[src/rtl/sev_seg_stopwatch.sv]
// rtl/sev_seg_stopwatch.sv - SS.hh BCD stopwatch supplying {dp_n, hex} digit buses to the segment driver
// Optional lap-hold display freeze is enabled by defining LAP_HOLD_EN.
module sev_seg_stopwatch #(
   parameter int CLK_HZ  = 50_000_000,
   parameter int TICK_HZ = 100
) (
   input  logic       clk_50MHz,
   input  logic       rst_n,
   input  logic       btn_start,
   input  logic       btn_clear,
   output logic [4:0] data_digit0,
   output logic [4:0] data_digit1,
   output logic [4:0] data_digit2,
   output logic [4:0] data_digit3,
   output logic       running,
   output logic       wrapped,
   output logic       lap_active
);
   localparam int DIV = CLK_HZ / TICK_HZ;
   localparam int PW  = $clog2(DIV);
   localparam logic [PW-1:0] PRESC_MAX = PW'(DIV - 1);

   typedef enum logic [1:0] {IDLE, RUN, PAUSE} state_t;
   state_t state, next_state;

   logic [1:0]    start_sync, clear_sync;
   logic          start_prev, clear_prev;
   logic          start_pulse, clear_pulse;
   logic [PW-1:0] presc;
   logic [3:0]    h0, h1, s0, s1;
   logic [3:0]    h0_nx, h1_nx, s0_nx, s1_nx;
   logic          tick, at_max, do_clear, lap_req;
   logic [15:0]   live_bcd, shown_bcd;

   always_ff @(posedge clk_50MHz or negedge rst_n) begin
      if (!rst_n) begin
         start_sync <= '0;
         clear_sync <= '0;
         start_prev <= 1'b0;
         clear_prev <= 1'b0;
      end else begin
         start_sync <= {start_sync[0], btn_start};
         clear_sync <= {clear_sync[0], btn_clear};
         start_prev <= start_sync[1];
         clear_prev <= clear_sync[1];
      end
   end

   assign start_pulse = start_sync[1] & ~start_prev;
   assign clear_pulse = clear_sync[1] & ~clear_prev;

   always_ff @(posedge clk_50MHz or negedge rst_n) begin
      if (!rst_n) state <= IDLE;
      else        state <= next_state;
   end

   // Clear has priority when stopped; start has priority while running.
   always_comb begin
      next_state = state;
      do_clear   = 1'b0;
      lap_req    = 1'b0;
      case (state)
         IDLE: begin
            if (clear_pulse)      do_clear = 1'b1;
            else if (start_pulse) next_state = RUN;
         end
         RUN: begin
            if (start_pulse)      next_state = PAUSE;
            else if (clear_pulse) lap_req = 1'b1;
         end
         PAUSE: begin
            if (clear_pulse) begin
               next_state = IDLE;
               do_clear   = 1'b1;
            end else if (start_pulse) begin
               next_state = RUN;
            end
         end
         default: next_state = IDLE;
      endcase
   end

   assign tick   = (state == RUN) && (presc == PRESC_MAX);
   assign at_max = (h0 == 4'd9) && (h1 == 4'd9) && (s0 == 4'd9) && (s1 == 4'd5);

   always_comb begin
      h0_nx = h0;
      h1_nx = h1;
      s0_nx = s0;
      s1_nx = s1;
      if (tick) begin
         if (h0 != 4'd9) h0_nx = h0 + 4'd1;
         else begin
            h0_nx = 4'd0;
            if (h1 != 4'd9) h1_nx = h1 + 4'd1;
            else begin
               h1_nx = 4'd0;
               if (s0 != 4'd9) s0_nx = s0 + 4'd1;
               else begin
                  s0_nx = 4'd0;
                  s1_nx = (s1 == 4'd5) ? 4'd0 : s1 + 4'd1;
               end
            end
         end
      end
   end

   // Prescaler holds its value in PAUSE so a resume keeps the fractional hundredth.
   always_ff @(posedge clk_50MHz or negedge rst_n) begin
      if (!rst_n) begin
         presc   <= '0;
         h0      <= 4'd0;
         h1      <= 4'd0;
         s0      <= 4'd0;
         s1      <= 4'd0;
         wrapped <= 1'b0;
      end else begin
         wrapped <= tick & at_max;
         if (do_clear) begin
            presc <= '0;
            h0    <= 4'd0;
            h1    <= 4'd0;
            s0    <= 4'd0;
            s1    <= 4'd0;
         end else if (state == RUN) begin
            presc <= tick ? '0 : presc + 1'b1;
            h0    <= h0_nx;
            h1    <= h1_nx;
            s0    <= s0_nx;
            s1    <= s1_nx;
         end
      end
   end

   assign live_bcd = {s1, s0, h1, h0};

`ifdef LAP_HOLD_EN
   logic [15:0] lap_bcd;

   always_ff @(posedge clk_50MHz or negedge rst_n) begin
      if (!rst_n) begin
         lap_active <= 1'b0;
         lap_bcd    <= '0;
      end else if (next_state != RUN) begin
         lap_active <= 1'b0;
      end else if (lap_req) begin
         lap_active <= ~lap_active;
         if (!lap_active) lap_bcd <= live_bcd;
      end
   end

   assign shown_bcd = lap_active ? lap_bcd : live_bcd;
`else
   assign lap_active = 1'b0;
   assign shown_bcd  = live_bcd;
`endif

   always_ff @(posedge clk_50MHz or negedge rst_n) begin
      if (!rst_n) begin
         data_digit0 <= 5'h10;
         data_digit1 <= 5'h10;
         data_digit2 <= 5'h00;
         data_digit3 <= 5'h10;
      end else begin
         data_digit0 <= {1'b1, shown_bcd[3:0]};
         data_digit1 <= {1'b1, shown_bcd[7:4]};
         data_digit2 <= {1'b0, shown_bcd[11:8]};
         data_digit3 <= {1'b1, shown_bcd[15:12]};
      end
   end

   assign running = (state == RUN);

endmodule

[config.mk]
export PLATFORM = sky130hd
export DESIGN_NAME = sev_seg_stopwatch
export DESIGN_NICKNAME = d
export VERILOG_FILES = /design/src/rtl/sev_seg_stopwatch.sv
export SDC_FILE = /design/constraint.sdc
export NUM_CORES = 1
export LEC_CHECK = 0
export CAP_MARGIN = 20
export CORE_UTILIZATION = 49
export CTS_CLUSTER_SIZE = 28
export DETAILED_ROUTE_END_ITERATION = 8
export GPL_TIMING_DRIVEN = 0
export PLACE_DENSITY = 0.69
export RECOVER_POWER = 50
export SLEW_MARGIN = 5
export SYNTH_ARGS = -nofsm -noshare
export SYNTH_HDL_FRONTEND = slang
export SYNTH_SLANG_ARGS = --single-unit
[constraint.sdc]
create_clock -name clk_50MHz -period 3.2 [get_ports clk_50MHz]
set_clock_uncertainty 0.2 [all_clocks]
set_input_delay 0.64 -clock clk_50MHz [delete_from_list [all_inputs] [get_ports clk_50MHz]]
set_output_delay 0.64 -clock clk_50MHz [all_outputs]
set_load 0.05 [all_outputs]
==> results.env <==
MIN_PATH_CELLS=0
CTS.CLK_SLEW.WORST_PATHS_PS=60
IO_PINS=27
ACHIEVABLE-FREQUENCY_MHz=342
PORT-BUFFER-COUNT=21
WORST_VDD_DROP_mV=0.343
WORST_PIN_SLEW_PS=1110
CP-END-KIND='primary output'
NUM_ANTENNA_CELLS=0
INITIAL_CORE_UTIL=0.506
ROUTEDWLPERCELL_UM=14.0
YS_DOMINANT_REG_CELL='dfrtp_1'
CRIT_TYPE='flop to primary output'
FIRST_PASS_ITERS=4
CLK_LATENCY_PS=340
SYNTHARSTFLOPSHARE=1.00
CTS_SETUP_BUFFERS=0
DP.FINAL_HPWL_UM=3590
HOLD_VIOL=0
DPL_CELL_AREA_UM2=3110
SYNTH_CELLS=263
FLOORPLAN.DIE.WIDTH_UM=77.4
GRT_MAX_DEGREE=39
PLACEMENT_ROWS=27
FINALSETUPVIOLCOUNT=0
FINAL_NETS=312
SYNTH.FF_LATCH_COUNT=60
CORE_AREA_UM2=5510
DRV_CAP=0
INITIAL_DRT_MARKERS=124
CTS-RESIZED-GATES=0
POSTLAYOUTCELLAREA_UM2=3280
R2R-START='presc[9]'
RUN_STATUS='completed'
FILLERINSTANCES=473
WIRELENGTH_MET1_UM=2510
FP.DIEH_UM=77.4
YOSYS_WARNINGS=0
YOSYSSEQAREASHARE=0.539
WORST-PATH-MAX-FANOUT=10
TIMING.CRITICAL_PATH.ARRIVAL_PS=2080
DETAIL_ROUTE.WIRELENGTH_UM=5250
LAYOUT.CELLS.MOST_COMMON='dfrtp_1'
WORST-R2R-CELL-COUNT=4
POST-LAYOUT-TOTAL-POWER_W=0.00160
HOLDPATHEND='start_sync[1]'
TRACK_USAGE=0.195
SYNTHDOMINANTAREACELLTYPE='dfrtp_1'
SHARE_OF_POST_ROUTE_CELLS_WITH_DRIVE_STRENGTH_ABOVE_1=0.0858
PERIOD_SHARE=0.913
START_POINT_OF_THE_WORST_HOLD_PATH='start_sync[0]'
MET2_WIRELENGTH_UM=2460
VIA_COUNT_OF_THE_ROUTED_DESIGN=2105
DATA_REQUIRED_CRITICAL_PATH_PS=2360
LAYOUT_COMMON_CELLS='dfrtp_1, a21oi_1, o21ai_0'
SYN_TO_LAYOUT_AREA_DELTA_PCT=17.9
MAXUSEDROUTINGLAYER='met4'
LAYOUT_MIN_CYCLE_TIME_PS=2920
WORSTHOLDPATHTYPE='flop to flop'
MET3WIRELENGTH_UM=165
DETAIL-ROUTE-ANTENNA-NETS=0
GRT_OVERFLOW=0
DETAIL_ROUTE.DRC_VIOLATIONS=0
ANTENNA_FOUND_INITIAL=0
NETLIST.AREA_LEADER.SHARE=0.539
CLK_ROOT_BUFFER_CELL='clkbuf_8'
NETLIST_AREA_UM2=2780
FLOORPLAN.DIE_AREA_UM2=5990
POWER-PER-CELL-AREA_nW_PER_UM2=487
RSZ0062_AT_GRT='no'
FF2FF_SETUP_SLACK_PS=580
MAXSLEWHEADROOM=0.259
CTS.HTREE.LEVELS=3
SYNTH_TOP_CELLS_BY_AREA='dfrtp_1, a21oi_1, ha_1, o21ai_0, or4_1'
VIAS_IN_THE_FIRST_GLOBAL_ROUTE=1938
CTS_INSERTED_BUFFERS=9
DRV_SLEW=0
NUMBER_OF_CLOCK_SINKS=60
TRITONCTS='done'
START_KIND='flop'
CTS_MAX_PATH_BUFFERS=2
SYNTH_EDF_COUNT=0
AVERAGE_VIAS_PER_PLACED_INSTANCE=5.61
POSTCTSHOLDBUFS=0
PLACE_CONGESTION=0.785
YS_TYPES=44
SYNTHESIS.AREA_PER_INSTANCE_UM2=10.6
GLOBAL_ROUTE_WIRE_LENGTH_BEFORE_REPAIR_UM=8930
CRIT-REG2REG-CAPTURE='s0[1]'
POWER.LEAKAGE_nW=1.41
area by class of cell:
class | instances | area [um2] | share of cell area
sequential | 60 | 1500 | 0.457
multi-input combinational | 180 | 1160 | 0.353
timing repair buffer | 22 | 209 | 0.0637
clock buffer | 14 | 183 | 0.0557
buffer | 14 | 90.1 | 0.0274
tap | 72 | 90.1 | 0.0274
inverter | 12 | 45.0 | 0.0137
clock inverter | 1 | 5.00 | 0.00152
flip-flops by register name, summed over array words and instances (netlist names):
name         count
presc           19
data_digit0      4
data_digit1      4
data_digit2      4
data_digit3      4
h0               4
h1               4
s0               4
s1               4
clear_sync       2
start_sync       2
state            2
clear_prev       1
start_prev       1
wrapped          1
worst max-delay path, stage by stage, from the launching register on:
cell and delay [ps]:
dfrtp_1 420, nand2b_1 220, clkinv_1 310, clkdlybuf4s50_1 800
cells in the mapped netlist, drive strengths merged, types with 3 or more instances:
| library cell | instances |
|---|---|
| and3b | 3 |
| nor3 | 3 |
| mux2i | 3 |
| nand3 | 12 |
| nor2 | 11 |
| o21ai | 20 |
| clkbuf | 6 |
| nand4 | 5 |
| inv | 11 |
| and4 | 3 |
| and3 | 5 |
| or3 | 11 |
| o31ai | 8 |
| xor2 | 5 |
| or4 | 12 |
| a21oi | 23 |
| ha | 9 |
| buf | 8 |
| nand2 | 13 |
| dfrtp | 60 |
per-layer routing:
layer / vias up / GRT usage
li1: 1036 / -
met4: 0 / 0.104
met3: 12 / 0.0447
met2: 47 / 0.311
met1: 1010 / 0.247
met5: - / 0
power by group:
| group | total, W | internal [W] | leakage (nW) | switching, W |
|---|---|---|---|---|
| clock network | 0.000642 | 0.000361 | 0.0986 | 0.000281 |
| registers | 0.000814 | 0.000787 | 0.820 | 0.0000276 |
| logic | 0.000142 | 0.0000435 | 0.494 | 0.0000987 |
cells by family (layout without fill, tap and decap cells):
| kind of cell | count (synthesis) | count (layout) | share of synthesized area |
|---|---|---|---|
| other | 2 | 5 | 0.00270 |
| DFF | 60 | 60 | 0.539 |
| buffers and inverters | 26 | 63 | 0.0485 |
| muxes | 3 | 3 | 0.0108 |
| adders and majority gates | 9 | 9 | 0.0405 |
| AOI/OAI and AO/OA | 62 | 62 | 0.134 |
| xor gates and xnor gates | 6 | 6 | 0.0189 |
| and+or+nand+nor | 95 | 95 | 0.205 |
per-stage QoR:
step	hold slack, ps	utilization	setup slack (ps)	setup TNS, ps	instances
floorplan	131	-	885	0	266
global placement	133	0.562	-569	-34010	359
detailed placement	136	0.565	592	0	360
CTS	73.6	0.599	313	0	375
global route	170	0.596	204	0	375
finish	154	0.596	278	0	375
worst max-delay path by stage:
stage                         start        end
after floorplan           presc[11]      h1[3]
after global routing       state[0]    running
after CTS                  state[0]    running
after global placement        rst_n  presc[12]
final                      state[0]    running
after detailed placement  presc[10]      s0[3]
No activity file was read; power rests on OpenSTA's default activity.
